**src/rtl/nlms_bram_slave_if.sv**
```systemverilog
// Host-side BRAM responder for nlms_top: port A decodes writes into buffer strobes or
// config/control updates, port B returns output samples or register contents one cycle later.
module nlms_bram_slave_if #(
  parameter int LOG2_H_BUFF_HEIGHT   = 7,
  parameter int LOG2_X_D_BUFF_HEIGHT = 7,
  parameter int SAMPLE_WIDTH         = 16,
  parameter int BRAM_ADDR_WIDTH      = 12,
  parameter int BRAM_DATA_WIDTH      = 32,
  parameter int BUF_AW = (LOG2_H_BUFF_HEIGHT > LOG2_X_D_BUFF_HEIGHT) ?
                         LOG2_H_BUFF_HEIGHT : LOG2_X_D_BUFF_HEIGHT
) (
  input  logic                         bram_clk_a,
  input  logic                         bram_rst_a,
  input  logic                         bram_en_a,
  input  logic [BRAM_DATA_WIDTH/8-1:0] bram_we_a,
  input  logic [BRAM_ADDR_WIDTH-1:0]   bram_addr_a,
  input  logic [BRAM_DATA_WIDTH-1:0]   bram_wrdata_a,
  output logic [BRAM_DATA_WIDTH-1:0]   bram_rddata_a,
  input  logic                         bram_en_b,
  input  logic [BRAM_ADDR_WIDTH-1:0]   bram_addr_b,
  output logic [BRAM_DATA_WIDTH-1:0]   bram_rddata_b,
  output logic [BUF_AW-1:0]            buf_waddr,
  output logic [SAMPLE_WIDTH-1:0]      buf_wdata,
  output logic                         x_we,
  output logic                         d_we,
  output logic                         h_we,
  output logic                         xf_we,
  output logic                         out_re,
  output logic [LOG2_X_D_BUFF_HEIGHT-1:0] out_raddr,
  input  logic [SAMPLE_WIDTH-1:0]      out_rdata,
  output logic [15:0]                  cfg_reg,
  output logic [15:0]                  x_count,
  output logic [15:0]                  h_blocks,
  output logic [15:0]                  mi,
  output logic [15:0]                  gamma,
  output logic                         core_start,
  input  logic                         core_busy,
  input  logic                         core_done
);

  localparam int SB = SAMPLE_WIDTH / 8;
  localparam int BW = BRAM_DATA_WIDTH / 8;

  typedef enum logic [3:0] {
    R_X, R_D, R_H, R_XF, R_OUT, R_CFG, R_XCNT, R_HBLK, R_CTRL, R_STATUS, R_MI, R_GAMMA, R_NONE
  } region_e;

  function automatic region_e decode(input logic [BRAM_ADDR_WIDTH-1:0] a);
    region_e r;
    case (a[11:9])
      3'd0: r = R_X;
      3'd1: r = R_D;
      3'd2: r = R_H;
      3'd3: r = R_XF;
      3'd4: r = R_OUT;
      3'd5: begin
        case (a[8:2])
          7'd0:    r = R_CFG;
          7'd1:    r = R_XCNT;
          7'd2:    r = R_HBLK;
          7'd3:    r = R_CTRL;
          7'd4:    r = R_STATUS;
          7'd5:    r = R_MI;
          7'd6:    r = R_GAMMA;
          default: r = R_NONE;
        endcase
      end
      default: r = R_NONE;
    endcase
    return r;
  endfunction

  function automatic logic [15:0] byte_upd(input logic [15:0] old,
                                           input logic [BRAM_DATA_WIDTH-1:0] wd,
                                           input logic [BW-1:0] we);
    logic [15:0] n;
    n[7:0]  = we[0] ? wd[7:0]  : old[7:0];
    n[15:8] = we[1] ? wd[15:8] : old[15:8];
    return n;
  endfunction

  logic [15:0] cfg_q, cfg_d, xcnt_q, xcnt_d, hblk_q, hblk_d, mi_q, mi_d, gamma_q, gamma_d;
  logic x_we_q, x_we_d, d_we_q, d_we_d, h_we_q, h_we_d, xf_we_q, xf_we_d;
  logic [BUF_AW-1:0] buf_waddr_q, buf_waddr_d;
  logic [SAMPLE_WIDTH-1:0] buf_wdata_q, buf_wdata_d;
  logic start_q, start_d, pending_q, pending_d, done_q, done_d, err_q, err_d;
  logic out_pend_q, out_pend_d;
  logic [BRAM_DATA_WIDTH-1:0] hold_q, hold_d;

  region_e reg_a_s, reg_b_s;
  logic wr_s, full_s, buf_s, err_set_s, done_clr_s, status_rd_s;
  logic [BRAM_DATA_WIDTH-1:0] out_ext_s, rd_val_s, status_s;

  always_comb begin
    reg_a_s     = decode(bram_addr_a);
    reg_b_s     = decode(bram_addr_b);
    wr_s        = bram_en_a & (|bram_we_a);
    full_s      = &bram_we_a[SB-1:0];
    buf_s       = (reg_a_s == R_X) || (reg_a_s == R_D) || (reg_a_s == R_H) || (reg_a_s == R_XF);
    status_rd_s = bram_en_b && (reg_b_s == R_STATUS);
    out_ext_s   = {{(BRAM_DATA_WIDTH-SAMPLE_WIDTH){1'b0}}, out_rdata};
    status_s    = {{(BRAM_DATA_WIDTH-3){1'b0}}, err_q, done_q, core_busy};

    cfg_d = cfg_q; xcnt_d = xcnt_q; hblk_d = hblk_q; mi_d = mi_q; gamma_d = gamma_q;
    x_we_d = 1'b0; d_we_d = 1'b0; h_we_d = 1'b0; xf_we_d = 1'b0;
    start_d    = 1'b0;
    err_set_s  = 1'b0;
    done_clr_s = 1'b0;
    pending_d  = pending_q & ~(core_busy | core_done);

    if (wr_s) begin
      case (reg_a_s)
        R_X:     x_we_d  = full_s;
        R_D:     d_we_d  = full_s;
        R_H:     h_we_d  = full_s;
        R_XF:    xf_we_d = full_s;
        R_CFG:   cfg_d   = byte_upd(cfg_q, bram_wrdata_a, bram_we_a);
        R_XCNT:  xcnt_d  = byte_upd(xcnt_q, bram_wrdata_a, bram_we_a);
        R_HBLK:  hblk_d  = byte_upd(hblk_q, bram_wrdata_a, bram_we_a);
        R_MI:    mi_d    = byte_upd(mi_q, bram_wrdata_a, bram_we_a);
        R_GAMMA: gamma_d = byte_upd(gamma_q, bram_wrdata_a, bram_we_a);
        R_CTRL: begin
          // A start while a previous one is still pending and the core is idle is silently dropped
          if (bram_we_a[0] && bram_wrdata_a[0]) begin
            if (core_busy) begin
              err_set_s = 1'b1;
            end else if (!pending_q) begin
              start_d    = 1'b1;
              pending_d  = 1'b1;
              done_clr_s = 1'b1;
            end else begin
              start_d = 1'b0;
            end
          end else begin
            start_d = 1'b0;
          end
        end
        default: start_d = 1'b0;
      endcase
    end else begin
      start_d = 1'b0;
    end

    if (wr_s && buf_s && full_s) begin
      buf_waddr_d = bram_addr_a[BUF_AW+1:2];
      buf_wdata_d = bram_wrdata_a[SAMPLE_WIDTH-1:0];
    end else begin
      buf_waddr_d = buf_waddr_q;
      buf_wdata_d = buf_wdata_q;
    end

    if (core_done) begin
      done_d = 1'b1;
    end else if (done_clr_s) begin
      done_d = 1'b0;
    end else begin
      done_d = done_q;
    end

    if (err_set_s) begin
      err_d = 1'b1;
    end else if (status_rd_s) begin
      err_d = 1'b0;
    end else begin
      err_d = err_q;
    end

    case (reg_b_s)
      R_CFG:    rd_val_s = {{(BRAM_DATA_WIDTH-16){1'b0}}, cfg_q};
      R_XCNT:   rd_val_s = {{(BRAM_DATA_WIDTH-16){1'b0}}, xcnt_q};
      R_HBLK:   rd_val_s = {{(BRAM_DATA_WIDTH-16){1'b0}}, hblk_q};
      R_MI:     rd_val_s = {{(BRAM_DATA_WIDTH-16){1'b0}}, mi_q};
      R_GAMMA:  rd_val_s = {{(BRAM_DATA_WIDTH-16){1'b0}}, gamma_q};
      R_STATUS: rd_val_s = status_s;
      default:  rd_val_s = {BRAM_DATA_WIDTH{1'b0}};
    endcase

    // Hold captures streamed OUT data so the last read value persists while en_b is low
    out_pend_d = bram_en_b && (reg_b_s == R_OUT);
    if (bram_en_b && (reg_b_s != R_OUT)) begin
      hold_d = rd_val_s;
    end else if (out_pend_q) begin
      hold_d = out_ext_s;
    end else begin
      hold_d = hold_q;
    end
  end

  always_ff @(posedge bram_clk_a) begin
    if (bram_rst_a) begin
      cfg_q <= 16'd0; xcnt_q <= 16'd0; hblk_q <= 16'd0; mi_q <= 16'd0; gamma_q <= 16'd0;
      x_we_q <= 1'b0; d_we_q <= 1'b0; h_we_q <= 1'b0; xf_we_q <= 1'b0;
      buf_waddr_q <= {BUF_AW{1'b0}};
      buf_wdata_q <= {SAMPLE_WIDTH{1'b0}};
      start_q <= 1'b0; pending_q <= 1'b0; done_q <= 1'b0; err_q <= 1'b0;
      out_pend_q <= 1'b0;
      hold_q <= {BRAM_DATA_WIDTH{1'b0}};
    end else begin
      cfg_q <= cfg_d; xcnt_q <= xcnt_d; hblk_q <= hblk_d; mi_q <= mi_d; gamma_q <= gamma_d;
      x_we_q <= x_we_d; d_we_q <= d_we_d; h_we_q <= h_we_d; xf_we_q <= xf_we_d;
      buf_waddr_q <= buf_waddr_d;
      buf_wdata_q <= buf_wdata_d;
      start_q <= start_d; pending_q <= pending_d; done_q <= done_d; err_q <= err_d;
      out_pend_q <= out_pend_d;
      hold_q <= hold_d;
    end
  end

  assign bram_rddata_a = {BRAM_DATA_WIDTH{1'b0}};
  assign bram_rddata_b = out_pend_q ? out_ext_s : hold_q;
  assign out_re        = bram_en_b && (reg_b_s == R_OUT);
  assign out_raddr     = bram_addr_b[LOG2_X_D_BUFF_HEIGHT+1:2];
  assign buf_waddr     = buf_waddr_q;
  assign buf_wdata     = buf_wdata_q;
  assign x_we          = x_we_q;
  assign d_we          = d_we_q;
  assign h_we          = h_we_q;
  assign xf_we         = xf_we_q;
  assign cfg_reg       = cfg_q;
  assign x_count       = xcnt_q;
  assign h_blocks      = hblk_q;
  assign mi            = mi_q;
  assign gamma         = gamma_q;
  assign core_start    = start_q;

endmodule

```
**config.mk**
```make
export PLATFORM = sky130hd
export DESIGN_NAME = nlms_bram_slave_if
export DESIGN_NICKNAME = d
export VERILOG_FILES = /design/src/rtl/nlms_bram_slave_if.sv
export SDC_FILE = /design/constraint.sdc
export NUM_CORES = 1
export LEC_CHECK = 0
export BUFFER_PORTS_ARGS = -buffer_cell sky130_fd_sc_hd__buf_2
export CELL_PAD_IN_SITES_DETAIL_PLACEMENT = 1
export CELL_PAD_IN_SITES_GLOBAL_PLACEMENT = 2
export CORE_ASPECT_RATIO = 1.75
export CORE_MARGIN = 2
export CORE_UTILIZATION = 24
export CTS_CLUSTER_DIAMETER = 100
export DETAILED_ROUTE_END_ITERATION = 10
export MAX_ROUTING_LAYER = met4
export PLACE_DENSITY_LB_ADDON = 0.1
export SYNTH_ARGS = -nofsm -noshare
export SYNTH_HDL_FRONTEND = slang
export SYNTH_SLANG_ARGS = --single-unit
```
**constraint.sdc**
```tcl
create_clock -name bram_clk_a -period 4.5 [get_ports bram_clk_a]
set_clock_uncertainty 0.2 [all_clocks]
set_input_delay 0.9 -clock bram_clk_a [delete_from_list [all_inputs] [get_ports bram_clk_a]]
set_output_delay 0.9 -clock bram_clk_a [all_outputs]
set_load 0.05 [all_outputs]
```
==> impl_metrics.toml, run 1 <==
[outcome]
status = "completed"

[clock_network]
cts_root_buf = "clkbuf_16"
cts_resized = 0
cts_setup_buffers = 0
clk_pin_slew_ns = 0.06
numCtsBuffers = 17
holdBufCountCts = 0
clk_latency_ns = 0.44
ctsHtreeMaxLevel = 4
ctsLongestPathBuffers = 2
cts_sinks = 144
cts_tree = "built"

[routing]
wl_mm = 24.6
wl_per_cell_um = 20.6
vias = 5611
drt-initial-drc-count = 205
firstDrtPassIters = 4
drc_errors = 0
vias_per_cell = 4.70
ant_nets = 0

[die]
dieArea_um2 = 28000
io_pins = 262
core_area_um2 = 26400
die_x_um = 127
start_util = 0.242
die_y_um = 220
rows = 79

[timing]
slew_headroom = 0.332
finalSetupViolCount = 0
setup_tns_ns = 0
hold_violations = 0
rsz0062_at_grt = "no"
period_minus_slack_ns = 3.01
fmax_ghz = 0.332
worst_pin_slew_ns = 1.00
slew_violations = 0
period_share = 0.670

[setup_path]
r2r_cells = 4
cpPeakStageDelay_ns = 0.76
crit_path_end_kind = "register"
r2r_start = "out_pend_q"
cp_cell_sequence = "buf_2 > nor4_2 > o2111ai_1 > nor3_4 > mux2i_1 > nor2_1"
r2r-end = "hold_q[1]"
cp_data_arrival_time_ns = 3.10
critPathLaunchType = "primary input"
path_class = "primary input to register"
crit_required_ns = 4.59
cp_max_fo = 8
crit_path_top_delay_cell = "nor3_4"
r2r_slack_ns = 2.72

[finish]
drive_above_1_share = 0.324
areaGrowthSynthToFinish_pct = 28.1
fin_nets = 939
stdcell_count = 1195
largest_reg_flops = 32
largest-register = "hold_q"

[min_path]
min_from = "buf_waddr[2]"
holdPathEnd = "buf_waddr[2]"
whs_path_depth = 2
hp-class = "register to register"

[yosys]
syn_avg_cell_area_um2 = 9.58
syn_area_um2 = 6380
yosys-top-cells-count = "dfxtp_1 (144), mux2i_1 (96), nor2_1 (86)"
async_flop_share = 0
synth-edff-count = 0
yosysTopAreaCellShare = 0.452
synth-seq-cells = 144
synth_warnings = 0
syn_inst = 666
yosysSeqAreaShare = 0.452
synthFlopType = "dfxtp_1"
yosysMostFrequentCell = "dfxtp_1"
yosysTopAreaCell = "dfxtp_1"
yosys-top-cells-area = "dfxtp_1 (45%), mux2i_1 (15%), nor2_1 (5.1%), buf_4 (4.6%), nand2_1 (4.1%)"
yosysUniqueCellTypes = 51

[power]
p_per_area_nw_per_um2 = 356
p_int_uw = 2120
pwr-share-seq = 0.441
p_sw_frac = 0.271
vdd_drop_max_v = 0.000256
clkPwrFrac = 0.466
power.leakage_uw = 0.00395
p_comb_frac = 0.093
p_sw_uw = 791

[run]
maxCapViolCount = 0

[global_route]
grt_max_degree = 90
grt.total_usage = 0.182
grt_antenna_before_repair = 2
gr-total-overflow = 0
grt_pass1_wl_mm = 36.2
grt_pass1_vias = 5926

[placement]
gp_congestion = 0.791
dp_hpwl_mm = 18.2
dp_cells = 1162
port_buffers = 207
==> worst max-delay path by stage <==
stage / start / end / slack [ns] / depth (start not counted)
2_1_floorplan: bram_addr_b[11] / out_re / 1.48 / 3
3_3_place_gp: bram_addr_a[5] / mi[6] / 1.04 / 6
3_5_place_dp: bram_addr_a[5] / mi[4] / 0.91 / 6
4_1_cts: bram_addr_a[5] / mi[7] / 1.39 / 6
5_1_grt: bram_addr_a[5] / mi[7] / 1.24 / 6
6_report: bram_addr_a[5] / mi[3] / 1.49 / 6
==> per-layer routing <==
layer,vias up,global-route usage,share of wire
met4,0,0.0740,0.027
met2,187,0.346,0.56
li1,2630,-,-
met1,2761,0.173,0.36
met3,33,0.0444,0.050
met5,-,-,0
==> worst max-delay path: cells and delay by family <==
kind                   cells  cell delay (ns)
and+or+nand+nor            3             1.28
muxes                      1             0.28
AOI/OAI and AO/OA          1             0.51
buffers and inverters      1             0.12
==> power by group through the flow <==
stage	Sequential, uW	Combinational [uW]	Clock, uW
floorplan	1330	182	0
global placement	1310	271	0
detailed placement	1310	274	0
CTS	1290	275	1410
global route	1290	288	1450
finish	1290	271	1360
==> per-stage QoR <==
step	util	setup WS (ns)	cell area (um2)	power, uW	hold WS (ns)
final	0.310	1.49	8180	2910	0.253
after global routing	0.310	1.24	8180	3020	0.275
after CTS	0.310	1.39	8180	2970	0.255
after detailed placement	0.289	0.906	7620	1590	0.246
after global placement	0.289	1.04	7620	1580	0.244
after floorplan	-	1.48	6500	1520	0.254
==> final cells by class <==
| type | count | area, um2 |
|---|---|---|
| Fill cell | 3090 | 18200 |
| Multi-Input combinational cell | 474 | 3210 |
| Sequential cell | 144 | 2880 |
| Timing Repair Buffer | 217 | 1110 |
| Clock buffer | 22 | 464 |
| Tap cell | 324 | 405 |
| Clock inverter | 10 | 86.3 |
| Inverter | 3 | 11.3 |
| Antenna cell | 1 | 2.50 |
==> placed cells by master (no fill, tap or decap), types with 3 or more instances in the layout <==
master     instances
a21oi_1           24
a221oi_1          16
a22oi_1            3
and2_1            33
buf_2            206
buf_4             11
clkbuf_1           3
clkbuf_16         17
clkinv_2           6
conb_1            32
dfxtp_1          144
inv_1              3
mux2_2            16
mux2i_1           96
nand2_1           69
nand2b_1           3
nand3b_1           4
nand4_4            4
nand4b_1           3
nor2_1            86
nor2b_1           20
nor3_1             6
nor3b_1            3
o221ai_1          16
o31a_1             3
==> cells by family (layout without fill, tap and decap cells) <==
kind of cell | count (synthesis) | after routing | share of synthesized area
simple gates | 250 | 250 | 0.204
xor+xnor | 2 | 2 | 0.00275
flops | 144 | 144 | 0.452
compound gates | 78 | 78 | 0.0914
other cells | 1 | 33 | 0.000588
buf+inv | 79 | 252 | 0.0704
mux | 112 | 112 | 0.179
(Power assumes the default switching activity.)
==> inputs of run 2 (changes only) <==
clock period = 2.9 ns   (was 4.5 ns; I/O delays follow)
==> run 2 against run 1 <==
Against the previous run:
- total power grew 60%
- first-iteration DRC count fell by 26%
- non-clock buffer count up 13
- critical path type is now register to output port
- largest cell class unchanged
- critical endpoint is now bram_rddata_b[7]
- worst setup slack worse by 1.2 ns
==> impl_metrics.toml, run 2 (synthesis results as in run 1) <==
[outcome]
status = "completed"

[routing]
vias_per_cell = 4.65
drc_errors = 0
vias = 5617
wl_per_cell_um = 20.4
firstDrtPassIters = 4
wl_mm = 24.6
ant_nets = 0
drt-initial-drc-count = 152

[setup_path]
cp_data_arrival_time_ns = 1.79
path_class = "register to output port"
crit_required_ns = 2.12
critPathLaunchType = "register"
cp_max_fo = 32
r2r_cells = 4
cp_cell_sequence = "buf_4 > mux2_2 > buf_2"
crit_path_top_delay_cell = "mux2_2"
crit_path_end_kind = "output port"
cpPeakStageDelay_ns = 0.43

[timing]
period_share = 0.885
setup_tns_ns = 0
finalSetupViolCount = 0
slew_headroom = 0.323
worst_pin_slew_ns = 1.02
final.hold.worst_slack_ns = 0.192
hold_violations = 0
fin_ws_ns = 0.333
slew_violations = 0
period_minus_slack_ns = 2.57
rsz0062_at_grt = "no"
fmax_ghz = 0.390

[min_path]
whs_path_depth = 2
hp-class = "primary input to register"

[placement]
dp_hpwl_mm = 18.5
dp_slack_ns = 0.109
dp_cells = 1175
gp_congestion = 0.801
port_buffers = 207

[clock_network]
cts_sinks = 144
ctsHtreeMaxLevel = 4
clk_pin_slew_ns = 0.06
ctsLongestPathBuffers = 2
numCtsBuffers = 17
cts_tree = "built"
clk_latency_ns = 0.44
cts_setup_buffers = 0
holdBufCountCts = 0
cts_resized = 0
cts_root_buf = "clkbuf_16"

[power]
power.leakage_uw = 0.00404
p_total_uw = 4670
p_per_area_nw_per_um2 = 557
vdd_drop_max_v = 0.000404

[finish]
mostFrequentLayoutCells = "buf_2 (206), dfxtp_1 (144), mux2i_1 (96)"
largest_reg_flops = 32
fin_nets = 952
stdcell_count = 1207
layout.area.seq_um2 = 2880
areaGrowthSynthToFinish_pct = 31.4
multi_input_comb_area_um2 = 3210
n_antenna_cell = 0
drive_above_1_share = 0.336
num-fill-cells = 3114
final_common_cell = "buf_2"
largest-register = "hold_q"

[die]
die_x_um = 127
io_pins = 262
dieArea_um2 = 28000
rows = 79
start_util = 0.242
core_area_um2 = 26400
die_y_um = 220

[global_route]
grt.total_usage = 0.184
grt_pass1_vias = 6092
grt_max_degree = 58
grt_pass1_wl_mm = 36.7
gr-total-overflow = 0
grt_antenna_before_repair = 0

[run]
maxCapViolCount = 0
-- run 2: changes by cell type in the layout (fill, tap and decap cells not counted), moves of 2 or more --
cell,change
buf_12,+6
buf_4,+7
clkbuf_1,-2
clkinv_2,-2
clkinvlp_4,+2
-- run 2: cell type report --
type | instances | share of cell area
clock buffers | 20 | 0.0545
clock inverters | 12 | 0.0158
inverters | 3 | 0.00134
multi-input cells | 474 | 0.383
flip-flops and latches | 144 | 0.344
well taps | 324 | 0.0483
repair buffers | 230 | 0.153
-- run 2: stage by stage --
stage	cell area, um2	utilization
final	8390	0.318
after global routing	8390	0.318
after CTS	8390	0.318
after detailed placement	7800	0.295
after global placement	7800	0.295
after floorplan	6500	-
-- run 2: final timing paths --
kind	start	end	slack (ns)
worst min register to register	buf_wdata[4]	buf_wdata[4]	0.26
worst max-delay path	out_pend_q	bram_rddata_b[7]	0.33
worst min-delay path	core_done	done_q	0.19
worst max register to register	out_pend_q	hold_q[0]	1.13
-- run 2: power breakdown --
group / total, uW / switching (uW) / internal [uW]
Combinational: 434 / 336 / 97.6
Clock: 2240 / 926 / 1320
Sequential: 1990 / 5.82 / 1990
-- run 2: metal layers --
metal,vias to the layer above,track usage,wire length (um)
li1,2653,-,-
met1,2742,0.176,8920
met2,181,0.342,13600
met3,41,0.0439,1160
met4,0,0.0905,883
met5,-,-,0
-- run 2: critical path: cells and delay by family (launching register included) --
kind,cells,cell delay (ns)
flip-flops,1,0.31
buffers and inverters,2,0.59
multiplexers,1,0.43
